[src/rtl/serial_subtractor_pkg.sv]
// Shared types and defaults for the bit-serial subtractor.
package serial_subtractor_pkg;

  localparam int DEFAULT_WIDTH = 8;

  typedef enum logic [1:0] {
    S_IDLE,
    S_SHIFT,
    S_DONE
  } state_t;

endpackage

[src/rtl/full_subtractor_structure.sv]
// 1-bit full subtractor cell: sub = a - b - bin, bout set when the bit underflows.
module full_subtractor_structure (
  input  logic bin,
  input  logic a,
  input  logic b,
  output logic bout,
  output logic sub
);

  logic axb;

  assign axb  = a ^ b;
  assign sub  = axb ^ bin;
  assign bout = (~a & b) | (~axb & bin);

endmodule

[src/rtl/serial_subtractor.sv]
// Bit-serial unsigned subtractor: diff = a - b, one bit per clock, LSB first,
// through a single full subtractor cell with a registered borrow.
module serial_subtractor
  import serial_subtractor_pkg::*;
#(
  parameter int WIDTH = DEFAULT_WIDTH
) (
  input  logic             clk,
  input  logic             rst,
  input  logic             start,
  input  logic [WIDTH-1:0] a,
  input  logic [WIDTH-1:0] b,
  output logic             busy,
  output logic             done,
  output logic [WIDTH-1:0] diff,
  output logic             bout
);

  localparam int CNT_W = $clog2(WIDTH + 1);

  state_t           state;
  state_t           state_nxt;
  logic [CNT_W-1:0] cnt;
  logic             borrow;
  logic [WIDTH-1:0] a_sr;
  logic [WIDTH-1:0] b_sr;
  logic [WIDTH-2:0] res_sr;
  logic [WIDTH-1:0] res_nxt;
  logic             cell_sub;
  logic             cell_bout;
  logic             load;
  logic             shift;
  logic             last;

  full_subtractor_structure u_cell (
    .bin  (borrow),
    .a    (a_sr[0]),
    .b    (b_sr[0]),
    .bout (cell_bout),
    .sub  (cell_sub)
  );

  // The newest bit enters at the MSB; after WIDTH shifts res_nxt is the full result.
  assign res_nxt = {cell_sub, res_sr};

  always_comb begin
    state_nxt = state;
    load      = 1'b0;
    shift     = 1'b0;
    last      = 1'b0;
    case (state)
      S_IDLE: begin
        if (start) begin
          load      = 1'b1;
          state_nxt = S_SHIFT;
        end
      end
      S_SHIFT: begin
        shift = 1'b1;
        if (cnt == CNT_W'(WIDTH - 1)) begin
          last      = 1'b1;
          state_nxt = S_DONE;
        end
      end
      S_DONE:  state_nxt = S_IDLE;
      default: state_nxt = S_IDLE;
    endcase
  end

  always_ff @(posedge clk or posedge rst) begin
    if (rst) begin
      state  <= S_IDLE;
      cnt    <= '0;
      borrow <= 1'b0;
      diff   <= '0;
      bout   <= 1'b0;
    end else begin
      state <= state_nxt;
      if (load) begin
        cnt    <= '0;
        borrow <= 1'b0;
      end else if (shift) begin
        cnt    <= cnt + CNT_W'(1);
        borrow <= cell_bout;
      end
      // Outputs only change on completion so partial results are never visible.
      if (last) begin
        diff <= res_nxt;
        bout <= cell_bout;
      end
    end
  end

  // Operand and partial-result shift registers carry data only; no reset needed.
  always_ff @(posedge clk) begin
    if (load) begin
      a_sr <= a;
      b_sr <= b;
    end else if (shift) begin
      a_sr   <= a_sr >> 1;
      b_sr   <= b_sr >> 1;
      res_sr <= res_nxt[WIDTH-1:1];
    end
  end

  assign busy = (state == S_SHIFT);
  assign done = (state == S_DONE);

endmodule

[config.mk]
export PLATFORM = sky130hd
export DESIGN_NAME = serial_subtractor
export DESIGN_NICKNAME = d
export VERILOG_FILES = /design/src/rtl/serial_subtractor_pkg.sv /design/src/rtl/full_subtractor_structure.sv /design/src/rtl/serial_subtractor.sv
export SDC_FILE = /design/constraint.sdc
export NUM_CORES = 1
export LEC_CHECK = 0
export CAP_MARGIN = 10
export CORE_MARGIN = 10
export CORE_UTILIZATION = 57
export CTS_BUF_LIST = sky130_fd_sc_hd__clkbuf_4 sky130_fd_sc_hd__clkbuf_8
export DETAILED_ROUTE_END_ITERATION = 16
export DONT_BUFFER_PORTS = 1
export PLACE_DENSITY_LB_ADDON = 0.05
export SLEW_MARGIN = 30
export SYNTH_ARGS = -nofsm -noshare
export SYNTH_HDL_FRONTEND = slang
export SYNTH_SLANG_ARGS = --single-unit
export TNS_END_PERCENT = 50
[constraint.sdc]
create_clock -name clk -period 1.6 [get_ports clk]
set_clock_uncertainty 0.15 [all_clocks]
set_input_delay 0.32 -clock clk [delete_from_list [all_inputs] [get_ports clk]]
set_output_delay 0.32 -clock clk [all_outputs]
set_load 0.02 [all_outputs]
==> metrics.md <==
| Metric | Value |
|---|---|
| FFs w/ async S/R, synth | 41.0% |
| Hold Crit Class | in2reg |
| CTS H-Tree Depth | 2 |
| Core Region | 2540 µm² |
| Worst skew pair latency | 0.34 ns |
| CTS tree | done |
| Worst path bufs/invs | 2 |
| Largest cells by area after synthesis | edfxtp_1 (44%), dfrtp_1 (25%), mux2_2 (16%), inv_1 (1.4%), fa_1 (1.3%) |
| CP startpoint kind | flip-flop |
| Setup Viol. Count Final | 24 |
| Total global-route track usage | 10.7% |
| Synth warnings | 0 |
| Sequential element share of the synthesized area | 69.4% |
| # diodes | 0 |
| Hold_sp | a[7] |
| Overall power | 3.69 mW |
| Crit path max-delay family | flip-flops |
| Global-route wire length before repair | 4450 µm |
| Design Area, Final | 1880 µm² |
| Hold Fails Final Rpt | 0 |
| Clock root buffer | clkbuf_4 |
| Fraction of layout cells with a size suffix above 1 | 45.8% |
| Slowest cell on the critical path | dfrtp_2 |
| Die Area | 5260 µm² |
| LEAKAGE | 0.798 nW |
| RSZ-0062 raised after global routing | yes |
| Post-synth EDFFs | 23 |
| # clock sinks | 39 |
| Routed wire length per instance | 17.6 µm |
| Post-synth top area cell | edfxtp_1 |
| Cell Area, Synth | 1570 µm² |
| Kind of critical path | reg2reg |
| I/O pin cnt | 30 |
| Grt ovf | 0 |
| Placed cell areas | 1740 µm² |
| Failing checks | negative setup slack |
| Num CTS Buffers | 5 |
| GR Util met3 | 5.71% |
| Synth cell types | 23 |
| Critical Path Fanout Max | 18 |
| Critical path origin | state[0]$_DFFE_PP0P_ |
| DR vias | 818 |
| Detailed Route Iter0 Violations | 80 |
| Layout fillers | 173 |
| Initial antenna violation count | 0 |
| Pre-CTS setup slack | -0.0104 ns |
| Die width | 72.5 µm |
| Yosys reg bits | 39 |
| Max Cap Viol | 0 |
| Met2 GRT Util | 16.2% |
| Synthesized netlist cell count | 92 |
| Gr busiest metal | met2 |
| Die Ht | 72.5 µm |
| CTS Buffer Depth | 2 |
| Vias per inst | 5.53 |
| Min cycle time layout | 1.67 ns |
| Number of routed nets with antenna violations | 0 |
| Area Overhead vs Synth | 19.8% |
| DRC | 0 |
| Crit path cell chain | buf_6, nor3b_4, buf_12, mux2_2 |
| Commonest cells after routing, fill and taps aside | edfxtp_1 (23), dfrtp_1 (14), mux2_4 (13) |
| Crit path required time | 1.55 ns |
| Row count | 18 |
| Initial core utilization | 61.8% |
| Synthesized Nets | 113 |
| Final WL | 2610 µm |
| WP data arrival | 1.62 ns |
| Multi-input logic area | 497 µm² |
| Top_reg_cell synth | edfxtp_1 |
| CP max stage delay | 0.43 ns |
| Pins over their slew limit | 0 |
| Max Clk Rate | 0.597 GHz |
| Syn avg cell area | 17.1 µm² |
| Worst-Margin Slew | 0.599 ns |
| Global placement routability congestion | 0.748 |
| HPWL Detailed | 1830 µm |
| Outcome | finished with violations |
| Final #Nets | 138 |
| Port bufs | 0 |
| DRT Pass-1 Iters | 5 |
| Launch point of the worst reg-to-reg path | state[0]$_DFFE_PP0P_ |
| PD cells | 1960 nW/µm² |
| Commonest non-fill, non-tap cell in the layout | edfxtp_1 |
| Post-synth top area share | 43.9% |
| Clock slew at reported path FFs | 0.11 ns |
| Reg area | 1090 µm² |
| Max-slew headroom | 60.0% |
| Largest net degree at the start of global routing | 19 |
| CP endpoint kind | flip-flop |
| Met1 Usage GRT | 12.6% |
| Fin crit share | 105% |
| Worst VDD drop | 1.31 mV |
| Worst setup margin | -0.0740 ns |
| Number of global-route vias before repair | 903 |
-- per-stage QoR --
| step | setup TNS (ns) | util [%] | instances | hold WS, ns |
|---|---|---|---|---|
| 2_1_floorplan | -1.02 | - | 92 | 0.0837 |
| 3_3_place_gp | 0 | 68.2 | 134 | 0.165 |
| 3_5_place_dp | -0.0407 | 68.2 | 134 | 0.162 |
| 4_1_cts | -1.07 | 73.4 | 147 | 0.00448 |
| 5_1_grt | -2.95 | 74.0 | 148 | 0.0135 |
| 6_report | -1.28 | 74.0 | 148 | 0.0245 |
-- layout make-up --
type                    count  area share (%)
well taps                  30            1.99
inverters                   6            1.20
clock buffers               6            2.39
clock inverters             2           0.664
repair buffers             19            9.36
flip-flops and latches     39            58.0
multi-input cells          46            26.4
-- cells in the mapped netlist (all sizes together), types with 2 or more instances --
master,count
and2,2
nor3,2
mux2,22
nand2,3
o21ai,3
nor3b,2
edfxtp,23
inv,6
dfrtp,16
mux2i,2
nand2b,2
-- metal layers --
layer  wire (µm)  up-vias
met5           0        -
li1            -      385
met1        1080      408
met3         245        2
met2        1260       23
met4          22        0
-- flip-flops by register name (all words and copies together) (netlist names) --
name    cells
borrow      1
diff        8
bout        1
cnt         4
res_sr      7
a_sr        8
b_sr        8
state       2
-- cell families (layout without fill, tap and decap cells) --
family,Yosys count,in the layout,synth area share [%]
flip-flops,39,39,69.4
multiplexers,24,24,17.0
AND/OR/NAND/NOR,14,14,7.00
buffers and inverters,7,33,2.15
AO/OA/AOI/OAI,6,6,2.39
adder cells (fa/ha/maj),2,2,2.07
-- where the power goes --
| part | switching [mW] | internal (mW) |
|---|---|---|
| clock | 0.302 | 0.187 |
| combinational | 0.446 | 0.689 |
| sequential | 0.390 | 1.67 |
| total | 1.14 | 2.55 |
-- path summary, 6_finish.rpt --
path | to | slack (ns) | depth (start not counted)
setup / recovery | a_sr[3]$_DFFE_PP_ | -0.07 | 4
max in group asynchronous | state[1]$_DFFE_PP0P_ | 0.53 | 2
hold reg to reg | res_sr[3]$_DFFE_PP_ | 0.32 | 0
min in group asynchronous | diff[7]$_DFFE_PP0P_ | 0.34 | 2
setup reg to reg | a_sr[3]$_DFFE_PP_ | -0.07 | 4
hold / removal | a_sr[7]$_SDFFCE_PN0P_ | 0.02 | 1
-- what timing repair did --
action | CTS | global route
hold endpoints to repair | 16 | 0
hold buffers | 1 | 0
resized for setup | 10 | 3
pin swaps | 0 | 1
setup endpoints to repair | 13 | 24
setup buffers | 4 | 1
Note: power is estimated with default switching activity, not from simulation.
